[src/rtl/id_stage_pkg.sv]
// -----------------------------------------------------------------------------
// id_stage_pkg
// Purpose : Instruction-format definitions shared by fetch, decode and
//           execute: opcode constants, field bit positions, a packed view of
//           the 16-bit instruction and a small field-extraction helper.
// Ports   : none (package).
// -----------------------------------------------------------------------------
package id_stage_pkg;

    localparam int INSTR_W = 16;

    // Field bit positions inside the 16-bit instruction word
    localparam int OP_MSB  = 15;
    localparam int OP_LSB  = 12;
    localparam int RI_MSB  = 11;
    localparam int RI_LSB  = 10;
    localparam int RJ_MSB  = 9;
    localparam int RJ_LSB  = 8;
    localparam int IMM_MSB = 7;
    localparam int IMM_LSB = 0;

    // Opcodes with special meaning to the decode stage
    localparam logic [3:0] OP_LOAD = 4'hE;
    localparam logic [3:0] OP_WIN  = 4'hF;

    typedef struct packed {
        logic [3:0] op;
        logic [1:0] ri;
        logic [1:0] rj;
        logic [7:0] imm;
    } instr_t;

    function automatic instr_t split_instr(input logic [INSTR_W-1:0] raw);
        instr_t f;
        f.op  = raw[OP_MSB:OP_LSB];
        f.ri  = raw[RI_MSB:RI_LSB];
        f.rj  = raw[RJ_MSB:RJ_LSB];
        f.imm = raw[IMM_MSB:IMM_LSB];
        return f;
    endfunction

endpackage

[src/rtl/id_stage_hazard.sv]
// -----------------------------------------------------------------------------
// id_hazard
// Purpose : Combinational stall and operand-bypass selection for id_stage.
// Ports   : i_window            current register-window pointer
//           i_ri, i_rj          source/destination fields of the fetched instr
//           i_wb_write/dst/win  writeback request occupying read port 1
//           i_ex_valid/op/dst/win  instruction currently held for execute
//           o_stall             decode must not accept this cycle
//           o_byp_a, o_byp_b    take wb_data instead of rf_r1 / rf_r2
// -----------------------------------------------------------------------------
module id_hazard
    import id_stage_pkg::*;
(
    input  logic [1:0] i_window,
    input  logic [1:0] i_ri,
    input  logic [1:0] i_rj,
    input  logic       i_wb_write,
    input  logic [1:0] i_wb_dst,
    input  logic [1:0] i_wb_win,
    input  logic       i_ex_valid,
    input  logic [3:0] i_ex_op,
    input  logic [1:0] i_ex_dst,
    input  logic [1:0] i_ex_win,
    output logic       o_stall,
    output logic       o_byp_a,
    output logic       o_byp_b
);

    logic w_wb_same_win;
    logic w_wrong_win;
    logic w_port_busy;
    logic w_load_use;

    assign w_wb_same_win = i_wb_write && (i_wb_win == i_window);

    // A writeback steals read port 1 and the window selector. Reads are only
    // valid when the write targets the current window and the register that
    // port 1 would have read anyway (its value then comes from the bypass).
    assign w_wrong_win = i_wb_write && (i_wb_win != i_window);
    assign w_port_busy = i_wb_write && (i_wb_dst != i_ri);

    // Load data is not available until after execute, so no forwarding path.
    assign w_load_use = i_ex_valid && (i_ex_op == OP_LOAD) &&
                        (i_ex_win == i_window) &&
                        ((i_ex_dst == i_ri) || (i_ex_dst == i_rj));

    assign o_stall = w_wrong_win || w_port_busy || w_load_use;
    assign o_byp_a = w_wb_same_win && (i_wb_dst == i_ri);
    assign o_byp_b = w_wb_same_win && (i_wb_dst == i_rj);

endmodule

[src/rtl/id_stage.sv]
// -----------------------------------------------------------------------------
// id_stage
// Purpose : Decode stage with windowed register file access. Reads operands,
//           shares register-file port 1 with writeback, bypasses writeback
//           data, detects load-use / port hazards, handles the WIN opcode
//           and presents a registered bundle to execute via valid/ready.
// Ports   : clk, rst_n                 clock, async active-low reset
//           if_valid/if_instr/if_pc    fetch side; id_ready accepts
//           r1_add, r2_add, en_wind    register-file addresses, window
//           rf_r1, rf_r2               register-file read data
//           wb_write/dst/win/data      writeback request; rf_we strobe
//           ex_valid/ex_ready          handshake to execute
//           ex_op/a/b/imm/dst/win/pc   registered decoded bundle
// -----------------------------------------------------------------------------
module id_stage
    import id_stage_pkg::*;
#(
    parameter int         PC_W      = 12,
    parameter logic [1:0] WIN_RESET = 2'b00
) (
    input  logic            clk,
    input  logic            rst_n,
    input  logic            if_valid,
    input  logic [15:0]     if_instr,
    input  logic [PC_W-1:0] if_pc,
    output logic            id_ready,
    output logic [1:0]      r1_add,
    output logic [1:0]      r2_add,
    output logic [1:0]      en_wind,
    input  logic [15:0]     rf_r1,
    input  logic [15:0]     rf_r2,
    input  logic            wb_write,
    input  logic [1:0]      wb_dst,
    input  logic [1:0]      wb_win,
    input  logic [15:0]     wb_data,
    output logic            rf_we,
    output logic            ex_valid,
    input  logic            ex_ready,
    output logic [3:0]      ex_op,
    output logic [15:0]     ex_a,
    output logic [15:0]     ex_b,
    output logic [7:0]      ex_imm,
    output logic [1:0]      ex_dst,
    output logic [1:0]      ex_win,
    output logic [PC_W-1:0] ex_pc
);

    instr_t          w_f;
    logic            w_stall;
    logic            w_byp_a;
    logic            w_byp_b;
    logic            w_accept;

    logic [1:0]      r_window;
    logic            r_ex_valid;
    logic [3:0]      r_ex_op;
    logic [15:0]     r_ex_a;
    logic [15:0]     r_ex_b;
    logic [7:0]      r_ex_imm;
    logic [1:0]      r_ex_dst;
    logic [1:0]      r_ex_win;
    logic [PC_W-1:0] r_ex_pc;

    assign w_f = split_instr(if_instr);

    id_hazard u_hazard (
        .i_window   (r_window),
        .i_ri       (w_f.ri),
        .i_rj       (w_f.rj),
        .i_wb_write (wb_write),
        .i_wb_dst   (wb_dst),
        .i_wb_win   (wb_win),
        .i_ex_valid (r_ex_valid),
        .i_ex_op    (r_ex_op),
        .i_ex_dst   (r_ex_dst),
        .i_ex_win   (r_ex_win),
        .o_stall    (w_stall),
        .o_byp_a    (w_byp_a),
        .o_byp_b    (w_byp_b)
    );

    // Single output register: accept only when it is empty or draining.
    assign id_ready = !w_stall && (!r_ex_valid || ex_ready);
    assign w_accept = if_valid && id_ready;

    // Port 1 doubles as the write port while a writeback is pending.
    assign r1_add  = wb_write ? wb_dst : w_f.ri;
    assign en_wind = wb_write ? wb_win : r_window;
    assign r2_add  = w_f.rj;
    assign rf_we   = wb_write;

    always_ff @(posedge clk or negedge rst_n) begin
        if (!rst_n) begin
            r_window   <= WIN_RESET;
            r_ex_valid <= 1'b0;
            r_ex_op    <= '0;
            r_ex_a     <= '0;
            r_ex_b     <= '0;
            r_ex_imm   <= '0;
            r_ex_dst   <= '0;
            r_ex_win   <= '0;
            r_ex_pc    <= '0;
        end else if (w_accept) begin
            r_ex_valid <= 1'b1;
            r_ex_op    <= w_f.op;
            r_ex_a     <= w_byp_a ? wb_data : rf_r1;
            r_ex_b     <= w_byp_b ? wb_data : rf_r2;
            r_ex_imm   <= w_f.imm;
            r_ex_dst   <= w_f.ri;
            // Window that was in effect for this instruction's reads.
            r_ex_win   <= r_window;
            r_ex_pc    <= if_pc;
            if (w_f.op == OP_WIN) begin
                r_window <= w_f.imm[1:0];
            end
        end else if (ex_ready) begin
            // Payload is left as-is; only the valid flag is dropped.
            r_ex_valid <= 1'b0;
        end
    end

    assign ex_valid = r_ex_valid;
    assign ex_op    = r_ex_op;
    assign ex_a     = r_ex_a;
    assign ex_b     = r_ex_b;
    assign ex_imm   = r_ex_imm;
    assign ex_dst   = r_ex_dst;
    assign ex_win   = r_ex_win;
    assign ex_pc    = r_ex_pc;

endmodule

[config.mk]
export PLATFORM = sky130hd
export DESIGN_NAME = id_stage
export DESIGN_NICKNAME = d
export VERILOG_FILES = /design/src/rtl/id_stage_pkg.sv /design/src/rtl/id_stage_hazard.sv /design/src/rtl/id_stage.sv
export SDC_FILE = /design/constraint.sdc
export NUM_CORES = 1
export LEC_CHECK = 0
export ABC_AREA = 1
export CAP_MARGIN = 20
export CORE_AREA = 2 2 92 94
export DETAILED_ROUTE_END_ITERATION = 8
export DIE_AREA = 0 0 94 96
export GPL_ROUTABILITY_DRIVEN = 1
export HOLD_SLACK_MARGIN = 0.06
export PLACE_DENSITY = 0.89
export SYNTH_ARGS = -nofsm -noshare
export SYNTH_HDL_FRONTEND = slang
export SYNTH_SLANG_ARGS = --single-unit
[constraint.sdc]
create_clock -name clk -period 1.9 [get_ports clk]
set_input_delay 0.19 -clock clk [delete_from_list [all_inputs] [get_ports clk]]
set_output_delay 0.19 -clock clk [all_outputs]
set_load 0.1 [all_outputs]
==> flow_metrics.tcl, run 1 <==
set metrics [dict create \
    status "completed" \
    wl_mm 9.87 \
    cp.arrival_ns 1.66 \
    drv_cap 0 \
    ir_drop_mv 0.852 \
    dpl.cell_count 688 \
    synth-edff-count 0 \
    viasPerCell 4.86 \
    grt_pass1_wl_mm 16.0 \
    htree_levels 3 \
    syn_area_um2 3230 \
    met1_usage_pct 27.9 \
    syn_avg_cell_area_um2 7.31 \
    crit_type "reg2out" \
    cp_max_fo 4 \
    cts_buffer_depth 2 \
    regArea_um2 1590 \
    drive_gt1_share_pct 21.7 \
    grt_pass1_vias 3377 \
    finalClockSkew_ns 0.0121 \
    syn-num-nets 527 \
    fp.dieH_um 96 \
    num_rows 33 \
    cts_tree "yes" \
    cp-end-kind "output port" \
    p_per_area_nw_per_um2 1360 \
    finalCriticalPeriod_ns 1.85 \
    synth_largest_area_cell "dfrtp_1" \
    fillers 733 \
    final_cell_count_no_fill 710 \
    ant_nets 0 \
    rsz0062_at_grt "yes" \
    cp_data_required_time_ns 1.71 \
    max_freq_ghz 0.540 \
    relSlewSlack_pct 63.1 \
    root_buffer "clkbuf_8" \
    antenna_cells 0 \
    maxSlewViolCount 0 \
    io_buffers 153 \
    grtUsageMet2_pct 39.7 \
    antenna_found_initial 0 \
    finalSetupViolations 0 \
    worst_slew_pin_slew_ns 0.549 \
    synth_flop_cell "dfrtp_1" \
    synth_common_cells "nand2_1, nand3_1, dfrtp_1" \
    critPathLaunchType "flop" \
    fin_hold_ws_ns 0.188 \
    hpwl_mm 7.57 \
    dieArea_um2 9020 \
    fin_tns_setup_ns 0 \
    clkTransAtPathRegs_ns 0.08 \
    synth.distinct_cells 22 \
    wire_per_inst_um 13.9 \
    fin_ws_ns 0.0478 \
    clock_latency_ns 0.34 \
    drc 0 \
    grt_usage_pct 22.6 \
    synth_seq_area_share_pct 48.8 \
    dr.pass1.iters 4 \
    hp-class "in2async" \
    multi_input_area_um2 1380 \
    top_usage_layer "met2" \
    synth.ff_latch_count 63 \
    area_delta_synth_final_pct 58.6 \
    grt_max_degree 44 \
    grt_use_met3_pct 4.46 \
    hold_viol 0 \
    netlist_instances 442 \
    final_core_util_pct 63.7 \
    yosys-top-cells-area "dfrtp_1, nand2_1, nand3_1" \
    yosysTopAreaCellShare_pct 48.8 \
    drt-initial-drc-count 148 \
    power.leakage_uw 0.00271 \
    async_flop_share_pct 100 \
    post-route-period-util_pct 97.5 \
    clock-sinks 63 \
    yosysMostFrequentCell "nand2_1" \
    dp_slack_ns -0.0876 \
    cts_buffers 9 \
    die_width_um 94 \
    vias 3452 \
    core_area_um2 8050 \
    grt_overflow_total 0 \
    final_nets 685 \
    start_util_pct 40.2 \
    yosysWarnings 0 \
    ios 154 \
    globalplace.congestion 0.845 \
]
[stage by stage]
stage / instance area (um^2) / power, uW
6_report: 5130 / 6970
5_1_grt: 5130 / 7240
4_1_cts: 5110 / 6990
3_5_place_dp: 4850 / 5780
3_3_place_gp: 4850 / 5720
2_1_floorplan: 3260 / 4740
[worst max-delay path: stages (launching register included)]
cell	delay, ns
dfrtp_2	0.45
xnor2_2	0.15
nand2_1	0.10
nand2_1	0.07
o21ai_1	0.10
nor2_4	0.17
buf_12	0.12
buf_12	0.16
[state kept, by name, indices dropped and copies added (netlist names), 2 cells and up]
signal / count
r_window: 2
ex_a: 16
ex_dst: 2
ex_b: 16
ex_op: 4
ex_win: 2
ex_pc: 12
ex_imm: 8
[power by group]
part           switching (uW)  internal [uW]  total [uW]
combinational            3030            887        3910
clock                     552            613        1160
sequential                223           1670        1890
total                    3800           3170        6970
[cells in the final DEF, fill, tap and decap left out, types with 2 or more instances in the layout]
cell,synthesis,final
clkbuf_8,0,9
clkinvlp_4,0,3
buf_12,0,11
xnor2_1,3,2
clkdlybuf4s50_1,0,82
nand2_2,2,3
nand3_1,72,72
o21ai_2,0,2
o21ai_0,28,23
buf_2,8,2
dfrtp_4,0,2
nand4_1,2,2
dfrtp_2,0,8
nand2_1,195,194
buf_4,9,79
inv_2,2,3
o21ai_1,2,5
inv_1,34,33
nor2_1,4,4
dfrtp_1,63,53
[layer usage]
layer  vias up  wire, um  share of wire, %
li1       1698         -                 -
met1      1589      3990                40
met2       143      5060                51
met3        22       610               6.2
met4         0       208               2.1
met5         -         0                 0
[kinds of logic after synthesis]
| group | count (synthesis) | share of synthesized area [%] |
|---|---|---|
| simple gates | 279 | 36.1 |
| buf+inv | 65 | 9.13 |
| xor+xnor | 4 | 1.08 |
| flops | 63 | 48.8 |
| compound gates | 31 | 4.91 |
[final cells by class]
cell class                 instances  share of cell area [%]
sequential                        63                    31.1
multi-input combinational        314                    27.0
clock buffer                      10                    2.49
clock inverter                     6                    1.37
tap                              105                    2.56
inverter                          36                    2.63
timing repair buffer             176                    32.9
[final timing paths]
path	slack (ns)	cells past startpoint	endpoint	startpoint
worst max-delay path	0.05	7	id_ready	r_window[0]
worst min-delay path	0.19	2	ex_op[1]	rst_n
worst max register to register	0.12	10	ex_op[0]	r_window[0]
worst min register to register	0.48	2	ex_pc[6]	ex_pc[6]
max in group asynchronous	1.09	3	ex_a[1]	rst_n
min in group clk	0.27	3	ex_a[7]	if_valid
[repair_timing]
item | CTS | global route
hold buffers | 1 | 0
resized for setup | 0 | 5
buffers inserted | 3 | 1
setup endpoints to repair | 1 | 2
pin swaps | 1 | 3
gates cloned | 1 | 0
hold endpoints to repair | 63 | 0
Power figures use the tool's default switching activity.
==> run 2, diff against run 1 <==
--- a/config.mk
+++ b/config.mk
@@ -7,12 +7,13 @@
 export LEC_CHECK = 0
 export ABC_AREA = 1
 export CAP_MARGIN = 20
-export CORE_AREA = 2 2 92 94
+export CORE_AREA = 2 2 80 82
 export DETAILED_ROUTE_END_ITERATION = 8
-export DIE_AREA = 0 0 94 96
+export DIE_AREA = 0 0 82 84
+export DONT_BUFFER_PORTS = 1
 export GPL_ROUTABILITY_DRIVEN = 1
 export HOLD_SLACK_MARGIN = 0.06
-export PLACE_DENSITY = 0.89
+export PLACE_DENSITY = 0.79
 export SYNTH_ARGS = -nofsm -noshare
 export SYNTH_HDL_FRONTEND = slang
 export SYNTH_SLANG_ARGS = --single-unit
==> constraint.sdc (replaced) <==
create_clock -name clk -period 1.9 [get_ports clk]
set_input_delay 0.19 -clock clk [delete_from_list [all_inputs] [get_ports clk]]
set_output_delay 0.19 -clock clk [all_outputs]
set_load 0.005 [all_outputs]
==> flow_metrics.tcl, run 2 (synthesized netlist as in run 1, its figures left out) <==
set metrics [dict create \
    grt_overflow_total 0 \
    ios 154 \
    cp_top_family "flip-flops" \
    final_cell_count_no_fill 542 \
    worstPathCellList "xnor2_1, nand2_1, nand2_1, o21ai_1, nor2_4, buf_4" \
    worst_slew_pin_slew_ns 0.480 \
    dieArea_um2 6890 \
    worst_path_largest_cell_delay_ns 0.42 \
    viasPerCell 5.32 \
    core_area_um2 6100 \
    area_delta_synth_final_pct 17.6 \
    p_per_area_nw_per_um2 1060 \
    antenna_found_initial 0 \
    final_cell_mix "nand2_1, nand3_1, dfrtp_1, inv_1, o21ai_0" \
    power.leakage_uw 0.00207 \
    clock-sinks 63 \
    rsz0062_at_grt "no" \
    crit_type "reg2out" \
    critPathSlowestCell "dfrtp_1" \
    path_depth 6 \
    cp-end-kind "output port" \
    r2r_cells 9 \
    path_buf_inv 1 \
    critPathLaunchType "flop" \
    vias 2881 \
    cts_buffers 9 \
    status "completed" \
    maxSlewViolCount 0 \
    fin_hold_ws_ns 0.0779 \
    regToRegSetupSlack_ns 0.32 \
    grt_max_degree 64 \
    clock_latency_ns 0.33 \
    cp-startpoint "r_window[1]" \
    htree_levels 3 \
    drc 0 \
    grt_usage_pct 26.4 \
    cts_buffer_depth 2 \
    finalClockSkew_ns 0.0105 \
    reg2reg_to "r_window[0]" \
    drive_gt1_share_pct 7.74 \
    dr.pass1.iters 4 \
    crit_top_cell "nand2_1" \
    fin_tns_setup_ns 0 \
    io_buffers 0 \
    final_core_util_pct 62.4 \
    r2r_start "r_window[1]" \
    clkTransAtPathRegs_ns 0.08 \
    num_rows 29 \
    antenna_cells 0 \
    post-route-period-util_pct 92.1 \
    cts_tree "yes" \
    die_width_um 82 \
    start_util_pct 53.0 \
    cp_data_required_time_ns 1.71 \
    drv_cap 0 \
    cp_max_fo 16 \
    hp-class "in2reg" \
    ant_nets 0 \
    hpwl_mm 5.68 \
    relSlewSlack_pct 67.7 \
    cp.arrival_ns 1.56 \
    grt_pass1_wl_mm 13.8 \
    globalplace.congestion 0.723 \
    wire_per_inst_um 16.0 \
    final_common_cell "nand2_1" \
    post_cts_buffers 0 \
    finalCriticalPeriod_ns 1.75 \
    hold_viol 0 \
    dpl.cell_count 498 \
    grt_pass1_vias 2845 \
    max_freq_ghz 0.572 \
    wl_mm 8.68 \
    drt-initial-drc-count 239 \
    ir_drop_mv 0.579 \
    root_buffer "clkbuf_8" \
    fp.dieH_um 84 \
    finalSetupViolations 0 \
    final_nets 545 \
    endpoint "id_ready" \
]
-- run 2: cell count changes in the layout (fill, tap and decap cells not counted), moves of 3 or more --
cell             before  now
dfrtp_2               8    2
dfrtp_1              53   61
buf_4                79    6
o21ai_1               5    2
dlygate4sd3_1         1   26
clkdlybuf4s50_1      82    0
buf_12               11    3
o21ai_0              23   28
-- run 2: worst min-delay path by stage --
| stage | start | endpoint | slack [ns] | cells past startpoint |
|---|---|---|---|---|
| floorplan | rst_n | ex_a[0] | -0.11 | 0 |
| global placement | rst_n | ex_pc[4] | -0.10 | 0 |
| detailed placement | rst_n | ex_pc[5] | -0.10 | 0 |
| finish | if_instr[10] | ex_dst[0] | 0.08 | 2 |
| global route | if_valid | r_window[1] | 0.08 | 3 |
| CTS | if_instr[10] | ex_dst[0] | 0.06 | 2 |
-- run 2: layout make-up --
cell class	count	area (um^2)
fillers	552	2290
repair buffers	36	393
well taps	77	96.3
flip-flops and latches	63	1580
clock buffers	11	151
clock inverters	5	80.1
multi-input cells	314	1370
inverters	36	135
-- run 2: stage by stage --
step           instance area [um^2]  setup WS (ns)  total power (uW)
2_1_floorplan                  3230          0.435              2410
3_3_place_gp                   3260          0.399              2550
3_5_place_dp                   3260          0.339              2600
4_1_cts                        3800          0.127              4040
5_1_grt                        3800         0.0102              4280
6_report                       3800          0.150              4020
-- run 2: repair_timing --
item                                    4_1_cts  5_1_grt
gates resized for setup                       0        2
hold buffers                                 28        0
endpoints found under the setup margin        0        1
hold endpoints to repair                    122        0
-- run 2: worst register-to-register path, cell delays in order (launching register included) --
cell	delay, ns
dfrtp_1	0.42
xnor2_1	0.18
nand2_1	0.09
nand2_1	0.06
o21ai_1	0.09
nor2_4	0.17
buf_4	0.22
nand3_1	0.12
nand2_1	0.08
nand2_1	0.05
-- run 2: report_power, final --
part	internal (uW)	switching (uW)	leakage (uW)	total (uW)
combinational	289	439	0.00118	728
sequential	1660	290	0.000785	1950
clock	808	534	0.000112	1340
-- run 2: per-layer routing --
metal,routed length (um),vias up,GRT usage (%)
met5,0,-,0
met4,96,0,9.09
met3,708,6,7.47
met2,4330,119,41.8
met1,3550,1343,34.4
li1,-,1413,-
